==> config.mk <==
export PLATFORM = sky130hd
export DESIGN_NAME = demux_1_n_stream
export DESIGN_NICKNAME = d
export VERILOG_FILES = /design/src/rtl/demux_1_n_stream.sv
export SDC_FILE = /design/constraint.sdc
export NUM_CORES = 1
export LEC_CHECK = 0
export BUFFER_PORTS_ARGS = -buffer_cell sky130_fd_sc_hd__buf_2
export CAP_MARGIN = 20
export CORE_UTILIZATION = 50
export CTS_BUF_LIST = sky130_fd_sc_hd__clkbuf_8
export CTS_CLUSTER_DIAMETER = 100
export CTS_CLUSTER_SIZE = 8
export DETAILED_ROUTE_END_ITERATION = 16
export PLACE_DENSITY = 0.81
export SLEW_MARGIN = 40
export SYNTH_ARGS = -nofsm -noshare
export SYNTH_HDL_FRONTEND = slang
export SYNTH_SLANG_ARGS = --single-unit
==> constraint.sdc <==
create_clock -name clk -period 1.97 [get_ports clk]
set_input_delay 0.197 -clock clk [delete_from_list [all_inputs] [get_ports clk]]
set_output_delay 0.197 -clock clk [all_outputs]
set_load 0.005 [all_outputs]
==> src/rtl/demux_1_n_stream.sv <==
// Purpose: registered 1-to-N stream demux with unicast, broadcast and dropping of out-of-range selects.
// Latency: a word accepted at a clock edge is visible on out_data/out_valid right after that edge.
// Backpressure: in_ready falls only when the addressed slot, or any slot for a broadcast, is full and not draining.
module demux_1_n_stream #(
    parameter int DATA_W = 8,
    parameter int N_OUT  = 4,
    parameter int SEL_W  = $clog2(N_OUT),
    parameter int CNT_W  = 8
) (
    input  logic                    clk,
    input  logic                    rst_n,
    input  logic [DATA_W-1:0]       in_data,
    input  logic [SEL_W-1:0]        in_sel,
    input  logic                    in_bcast,
    input  logic                    in_valid,
    output logic                    in_ready,
    output logic [N_OUT*DATA_W-1:0] out_data,
    output logic [N_OUT-1:0]        out_valid,
    input  logic [N_OUT-1:0]        out_ready,
    output logic [CNT_W-1:0]        drop_cnt
);

    localparam logic [CNT_W-1:0] CNT_MAX = {CNT_W{1'b1}};

    // One holding register per channel plus the drop counter
    logic [N_OUT-1:0][DATA_W-1:0] data_q, data_d;
    logic [N_OUT-1:0]             valid_q, valid_d;
    logic [CNT_W-1:0]             drop_q, drop_d;

    logic [N_OUT-1:0] free;
    logic             sel_in_range;
    logic             accept;

    // A slot can take a word if it is empty or its consumer is taking the current word
    assign free = ~valid_q | out_ready;

    // Selects past the last channel only exist when N_OUT is not a power of two
    assign sel_in_range = ({{(32-SEL_W){1'b0}}, in_sel} < 32'(N_OUT));

    // Ready depends only on the targeted slots; out-of-range words are always swallowed
    always_comb begin
        in_ready = 1'b1;
        if (in_bcast) begin
            in_ready = &free;
        end else if (sel_in_range) begin
            in_ready = free[in_sel];
        end
    end

    assign accept = in_valid && in_ready;

    // Per-channel next state: a load wins over a simultaneous drain, data is kept on drain
    always_comb begin
        data_d  = data_q;
        valid_d = valid_q;
        for (int i = 0; i < N_OUT; i++) begin
            if (accept && (in_bcast || (sel_in_range && in_sel == SEL_W'(i)))) begin
                data_d[i]  = in_data;
                valid_d[i] = 1'b1;
            end else if (valid_q[i] && out_ready[i]) begin
                valid_d[i] = 1'b0;
            end
        end
    end

    // Count words discarded for an out-of-range select, holding at the maximum
    always_comb begin
        drop_d = drop_q;
        if (accept && !in_bcast && !sel_in_range && drop_q != CNT_MAX) begin
            drop_d = drop_q + 1'b1;
        end
    end

    // State registers; reset empties every slot and clears the payloads
    always_ff @(posedge clk or negedge rst_n) begin
        if (!rst_n) begin
            data_q  <= '0;
            valid_q <= '0;
            drop_q  <= '0;
        end else begin
            data_q  <= data_d;
            valid_q <= valid_d;
            drop_q  <= drop_d;
        end
    end

    assign out_data  = data_q;
    assign out_valid = valid_q;
    assign drop_cnt  = drop_q;

endmodule

* After elaboration in Yosys (flattened, before gate mapping)
Index checks and enable logic that the tools add are counted.
** Storage, ports and cells
- Input bits :: 18
- Register bits after elaboration :: 36
- Output and inout port bits :: 45
- Logic and storage cells :: 44
** Operators by class
- Reductions and logical operators :: 19
- Magnitude comparators :: 1
- Bitwise logic cells :: 2
- Multiplexer cells :: 11
- Equality and inequality tests :: 3
** Operators with widths (number)
- 1-bit 2-to-1 mux :: 10
- 1-bit logical AND :: 9
- 2-bit nonzero test :: 4
- 2-bit equality test (second input constant) :: 2
- 1-bit logical OR :: 4
- 4-bit inverter :: 1
- 4-bit OR :: 1
- 4-bit AND reduction :: 1
- 2-bit by 3-bit less-than comparator with 1-bit output (second input constant) :: 1
- 1-bit binary-select mux with 2-bit select :: 1
- 2-bit by 1-bit equality test with 1-bit output (second input constant) :: 1
- 2-bit logical NOT :: 1

* Depth between registers and ports, before layout
Gate-level depths: netlist (run 1).
- Depth after elaboration :: 8
- Mapped depth :: 4
- Mapped depth without buffers :: 4

* Worst setup path before layout (run 1)
Ideal clock, no wire load.
- Kind :: register -> register
- From :: register valid_q[1] (netlist: out_valid[1])
- To :: register data_q, in the netlist out_data[25]
- Cell stages (with the launch flop) :: 5
- Path slack :: 168 ps
- Data required time :: 1845 ps
- Buffers on the path :: 0
- Period minus slack after synthesis :: 1802 ps
- Library setup time :: 125 ps
- Arrival time :: 1677 ps
- Path through :: dfrtp_1 or2b_2 nand4_4 a221oi_4 mux2_2
** On the way
- Word-level cells in the longest chain between the ends :: 7
** Ends and longest elaborated chain
- start, declared :: RTL line 27 : logic [N_OUT-1:0] valid_q, valid_d;
- start signal, assigned :: RTL line 82 : valid_q <= valid_d;
- 4-bit inverter * :: RTL line 35 : assign free = ~valid_q | out_ready;
- 4-bit OR * :: RTL line 35
- 1-bit binary-select mux with 2-bit select :: RTL line 46 : in_ready = free[in_sel];
- 1-bit 2-to-1 mux (not written as such) :: RTL line 46
- 1-bit 2-to-1 mux * :: RTL line 43 : if (in_bcast) begin
- 1-bit logical AND * :: RTL line 50 : assign accept = in_valid && in_ready;
- 1-bit logical AND * :: RTL line 57 : if (accept && (in_bcast || (sel_in_range && in_sel == SEL_W'(i)))) begin
- end signal, assigned :: RTL line 81 : data_q <= data_d;
- end, declared :: RTL line 26 : logic [N_OUT-1:0][DATA_W-1:0] data_q, data_d;
Every way passes the cells marked *; elsewhere a longest branch is shown, timed or not. The select of a mux whose other input is x is not followed.
A chain may end at the register's enable or synchronous reset.

* Final worst setup path (run 1)
- From :: register valid_q[3] (netlist: out_valid[3])
- To :: output port in_ready
** On the way
- Word-level cells in the longest chain between the ends :: 5
** Ends and longest elaborated chain
- 4-bit inverter * :: RTL line 35
- 4-bit OR * :: RTL line 35
- 1-bit binary-select mux with 2-bit select :: RTL line 46
- 1-bit 2-to-1 mux (not written as such) :: RTL line 46
- 1-bit 2-to-1 mux * :: RTL line 43
- end, declared :: RTL line 16 : output logic in_ready,
Marked as above.

==> results of run 1 <==
-- where the power goes --
group / internal (mW) / total (mW) / leakage [nW] / switching (mW)
logic: 0.475 / 0.797 / 0.554 / 0.322
registers: 0.990 / 1.12 / 0.424 / 0.131
clock network: 0.279 / 0.534 / 0.0486 / 0.255
-- sequential cells by signal, summed over array words and instances, names as in the netlist --
signal	count
out_data	32
out_valid	4
-- synthesized netlist by cell type --
cell	count
nand4_4	1
nor3_1	1
a21oi_1	2
nand2_1	1
conb_1	1
clkinv_1	1
mux2_2	28
a211oi_4	1
mux2_4	4
o21ba_2	1
buf_4	8
nand2b_1	2
o211ai_4	1
o221ai_4	1
dfrtp_1	36
or2b_2	3
a21o_1	2
or2b_1	1
inv_1	4
a221oi_4	3
a21o_2	2
or4bb_1	1
-- placed cells by master (no fill, tap or decap), drive strengths merged, types with 2 or more instances in the layout --
cell type,count
clkbuf,6
buf,61
dfrtp,36
inv,5
a221oi,3
mux2,32
or2b,4
a21o,4
nand2b,2
a21oi,2
conb,8
-- critical path, stage by stage, from the launching register on --
cell and delay, ns:
dfrtp_1 0.36, or2b_2 0.37, o221ai_4 0.38, nor3_1 0.13, buf_2 0.15
-- metrics by stage --
stage | util (%) | total power [mW] | instances | setup slack (ns) | hold WS (ns)
after floorplan | - | 1.55 | 112 | 0.168 | -0.0986
after global placement | 64.6 | 1.90 | 209 | 0.225 | 0.297
after detailed placement | 64.6 | 1.94 | 209 | 0.159 | 0.320
after CTS | 67.7 | 2.47 | 217 | 0.0947 | 0.00831
after global routing | 68.1 | 2.60 | 218 | 0.0301 | 0.186
final | 68.1 | 2.45 | 218 | 0.118 | 0.177
-- cells by family (layout without fill, tap and decap cells) --
kind of cell | Yosys count | in the layout | synth area share [%]
compound gates | 13 | 13 | 12.1
buf+inv | 13 | 75 | 4.79
flops | 36 | 36 | 54.8
mux | 32 | 32 | 22.8
other cells | 1 | 8 | 0.228
simple gates | 10 | 10 | 5.32
-- cell type report --
class | instances | area, um2
fillers | 249 | 982
flip-flops and latches | 36 | 901
multi-input cells | 63 | 692
repair buffers | 62 | 335
clock buffers | 6 | 82.6
well taps | 44 | 55.1
inverters | 5 | 18.8
clock inverters | 2 | 11.3
-- worst paths after layout --
path	end	cells after the start	from
worst max-delay path	in_ready	4	out_valid[3]
worst max register to register	out_data[1]	5	out_valid[1]
min in group asynchronous	out_valid[0]	2	rst_n
worst min register to register	out_valid[1]	1	out_valid[1]
max in group asynchronous	out_valid[1]	2	rst_n
worst min-delay path	out_data[27]	2	in_data[3]
-- layer usage --
| layer | wire, um | global-route usage [%] | up-vias |
|---|---|---|---|
| met5 | 0 | 0 | - |
| met4 | 61 | 9.18 | 0 |
| met3 | 211 | 6.33 | 6 |
| met2 | 1510 | 31.5 | 44 |
| met1 | 1400 | 26.3 | 531 |
| li1 | - | - | 492 |
==> impl_metrics.tcl, run 1 <==
set metrics [dict create \
    timing_worst_setup_path_type "reg -> out" \
    synth_sequential_area_ratio_pct 54.8 \
    die_width_um 59.4 \
    synth_to_layout_area_growth_pct 27.4 \
    grtUsageTotal_pct 20.4 \
    ff2ff_setup_slack_ns 0.17 \
    power.ir.vdd_worst_uv 688 \
    port_buffers 54 \
    tritoncts.num_buffers 5 \
    summed_instance_area_of_the_synthesized_netlist_um2 1650 \
    fin_crit_sh_pct 94.0 \
    synth_warnings 0 \
    synthDistinctLibCells 22 \
    dp.final_hpwl_mm 2.42 \
    critPathRequiredTime_ns 1.77 \
    tritoncts_num_sinks 36 \
    syn_area_per_cell_um2 15.7 \
    postRouteWirelength_mm 3.18 \
    drtPass1Iterations 2 \
    routed-via-count 1073 \
    design.final.nets 191 \
    minimum_clock_period_after_layout_ns 1.85 \
    postCtsHoldBufs 0 \
    pin_count 63 \
    setup-violations-final 0 \
    initial_utilization_pct 53.5 \
    clk_pin_slew_worst_paths_ns 0.07 \
    setup.worst_path.start_class "flip-flop" \
    power_density_nw_per_um2 1170 \
    avgViaCountPerCell 4.92 \
    synth_area_leaders "dfrtp_1 55%, mux2_2 19%, a221oi_4 4.8%, buf_4 3.7%, mux2_4 3.7%" \
    max_freq_mhz 540 \
    cts_tree "yes" \
    grt-ovfl-total 0 \
    route.detailed.wl_per_inst_um 14.6 \
    fin_area_um2 2100 \
    critPathArrivalTime_ns 1.65 \
    critical_path_peak_fanout 5 \
    ctsHtreeMaxLevel 2 \
    antenna_cells_inserted 0 \
    min_path_type "in -> reg" \
    clockBufferDepth 2 \
    grt_pass1_vias 1069 \
    synth.top_cell.area_share_pct 54.8 \
    final-max-slew-violation-count 0 \
    postCtsResizedCells 0 \
    synth_instances 105 \
    grt_setup_unrepaired "false" \
    dp_area_um2 1990 \
    floorplan.die_area_um2 3520 \
    end_kind "output pin" \
    core_um2 3080 \
    insertion_delay_of_the_later_clocked_pin_in_the_worst_skew_pair_ns 0.29 \
    grt_first_pass_wirelength_mm 5.06 \
    ys_ff_latch 36 \
    count_of_routing_violations_after_the_opening_detailed_route_iteration 6 \
    dieHeight_um 59.4 \
    drtAntennaViolNets 0 \
    drt_drc_violations_left 0 \
    outcome "completed" \
    final_hold_viol_count 0 \
    yosysTopAreaCell "dfrtp_1" \
    largest_net_degree_at_the_start_of_global_routing 37 \
    finalClockSkew_ns 0.00583 \
    cap_violations 0 \
    layout_cell_share_with_drive_strength_beyond_1_pct 64.9 \
    rows 20 \
    finalSetupTns_ns 0 \
    antenna_found_initial 0 \
    power.static_leakage_nw 1.03 \
    gp_congestion 0.816 \
    post-cts-setup-buffers 0 \
    cts_root_buf "clkbuf_8" \
]
Power figures use the tool's default switching activity.
==> run 2, diff against run 1 <==
Settings changed: GPL_TIMING_DRIVEN from default to 0.
==> run 2 against run 1 <==
Hold slack improved by 0.0067 ns. Combinational power rose by 3.8%. Clock-buffer cell count is the same. Sequential cell count stayed put. Sequential power about the same. Design area grew 3.5%. Maximum frequency up 1.2%. Routed wire length decreased by 0.44%. Clock skew fell by 0.0033 ns. Global-route usage is 0.12 points lower. Non-clock buffer count increased by 7. Register-to-register slack about the same. Critical path type unchanged. Critical endpoint unchanged. Largest cell class unchanged. Highest routed layer unchanged.
==> impl_metrics.tcl, run 2 (synthesis gave the netlist of run 1 again) <==
set metrics [dict create \
    drtAntennaViolNets 0 \
    clk_pin_slew_worst_paths_ns 0.06 \
    core_um2 3080 \
    dp.final_hpwl_mm 2.36 \
    critical_path.reg2reg.startpoint "out_valid[1]" \
    rows 20 \
    drtPass1Iterations 4 \
    clockBufferDepth 2 \
    insertion_delay_of_the_later_clocked_pin_in_the_worst_skew_pair_ns 0.28 \
    antenna_cells_inserted 0 \
    pin_count 63 \
    final_cell_mix "53 x buf_2, 36 x dfrtp_1, 28 x mux2_2" \
    layout_cell_share_with_drive_strength_beyond_1_pct 65.7 \
    setup-violations-final 0 \
    initial_utilization_pct 53.5 \
    grt_setup_unrepaired "false" \
    ctsHtreeMaxLevel 2 \
    power.ir.vdd_worst_uv 734 \
    finalClockSkew_ns 0.00250 \
    port_buffers 54 \
    power.static_leakage_nw 1.08 \
    cts_tree "yes" \
    timing.final.ws_setup_ns 0.140 \
    end_kind "output pin" \
    final-max-slew-violation-count 0 \
    drt_drc_violations_left 0 \
    min_path_type "in -> reg" \
    fin_cells 225 \
    routed-via-count 1092 \
    design.final.nets 198 \
    hp-start "in_data[3]" \
    grt_first_pass_wirelength_mm 4.91 \
    outcome "completed" \
    largest_reg_flops 32 \
    grt-ovfl-total 0 \
    critPathArrivalTime_ns 1.63 \
    placed_cells_incl_taps 210 \
    place_ws_ns -0.0453 \
    gp_congestion 0.788 \
    power_density_nw_per_um2 1130 \
    critPathRequiredTime_ns 1.77 \
    postRouteWirelength_mm 3.17 \
    tritoncts.num_buffers 5 \
    crit_path_start "out_valid[3]" \
    setup.worst_path.start_class "flip-flop" \
    mostFrequentLayoutCell "buf_2" \
    antenna_found_initial 0 \
    worst_hold_slack_ns 0.184 \
    grt_pass1_vias 1043 \
    floorplan.die_area_um2 3520 \
    cp_slowest_cell "dfrtp_1" \
    timing_worst_setup_path_type "reg -> out" \
    max_freq_mhz 547 \
    minimum_clock_period_after_layout_ns 1.83 \
    critical_path_peak_fanout 5 \
    max_stage_delay_ns 0.37 \
    die_width_um 59.4 \
    layout.filler_cells 246 \
    overall_power_after_layout_mw 2.45 \
    grtUsageTotal_pct 20.2 \
    fin_crit_sh_pct 92.9 \
    avgViaCountPerCell 4.85 \
    final_hold_viol_count 0 \
    crit_path_cell_trace "or2b_2 -> o221ai_4 -> nor3_1 -> buf_2" \
    cts_root_buf "clkbuf_8" \
    route.detailed.wl_per_inst_um 14.1 \
    cap_violations 0 \
    largest_net_degree_at_the_start_of_global_routing 37 \
    dieHeight_um 59.4 \
    synth_to_layout_area_growth_pct 31.9 \
    final_util_pct 70.5 \
    tritoncts_num_sinks 36 \
    count_of_routing_violations_after_the_opening_detailed_route_iteration 44 \
]
==> run 2: cell count changes in the layout (fill, tap and decap cells not counted) <==
| cell | change |
|---|---|
| buf_4 | +5 |
| inv_1 | +1 |
| buf_12 | +2 |
| clkinvlp_4 | -1 |
==> run 2: power breakdown <==
group / leakage (nW) / switching, mW / internal (mW)
logic: 0.600 / 0.331 / 0.496
registers: 0.424 / 0.130 / 0.990
clock network: 0.0538 / 0.233 / 0.274
total: 1.08 / 0.694 / 1.76
==> run 2: critical path: cells and delay by family, from the launching register on <==
family,cells,cell delay (ns)
simple gates,2,0.48
buf+inv,1,0.14
flops,1,0.37
compound gates,1,0.37
==> run 2: metal layers <==
| layer | GRT usage, % | share of wire [%] | vias to the layer above |
|---|---|---|---|
| met5 | 0 | 0 | - |
| met4 | 8.16 | 1.2 | 0 |
| met3 | 7.21 | 6.3 | 4 |
| met2 | 33.2 | 51 | 44 |
| met1 | 24.2 | 42 | 535 |
| li1 | - | - | 509 |
==> run 2: path summary, 6_finish.rpt <==
check	cells after the start	endpoint	slack (ns)
min in group asynchronous	2	out_valid[0]	0.41
setup / recovery	4	in_ready	0.14
setup reg to reg	5	out_data[24]	0.17
hold / removal	2	out_data[27]	0.18
hold reg to reg	1	out_data[14]	0.50
max in group asynchronous	2	out_data[20]	1.25
==> run 2: stage by stage <==
step / area, um2 / TNS, ns
2_1_floorplan: 1670 / 0
3_3_place_gp: 2000 / -0.0611
3_5_place_dp: 2000 / -0.156
4_1_cts: 2110 / 0
5_1_grt: 2170 / 0
6_report: 2170 / 0
==> run 2: timing repair <==
item                                   4_1_cts  5_1_grt
hold buffers                                 0        1
gates resized for setup                      0        0
pin swaps                                    1        3
setup endpoints to repair                    5       24
buffers inserted                             1        5
endpoints found under the hold margin        0       36
==> run 2: final cells by class <==
type	count	area, um2	area share [%]
buffer	8	60.1	2.77
clock buffer	6	82.6	3.81
clock inverter	2	7.51	0.346
inverter	5	18.8	0.865
multi-input combinational	63	692	31.9
sequential	36	901	41.5
tap	44	55.1	2.54
timing repair buffer	61	353	16.3
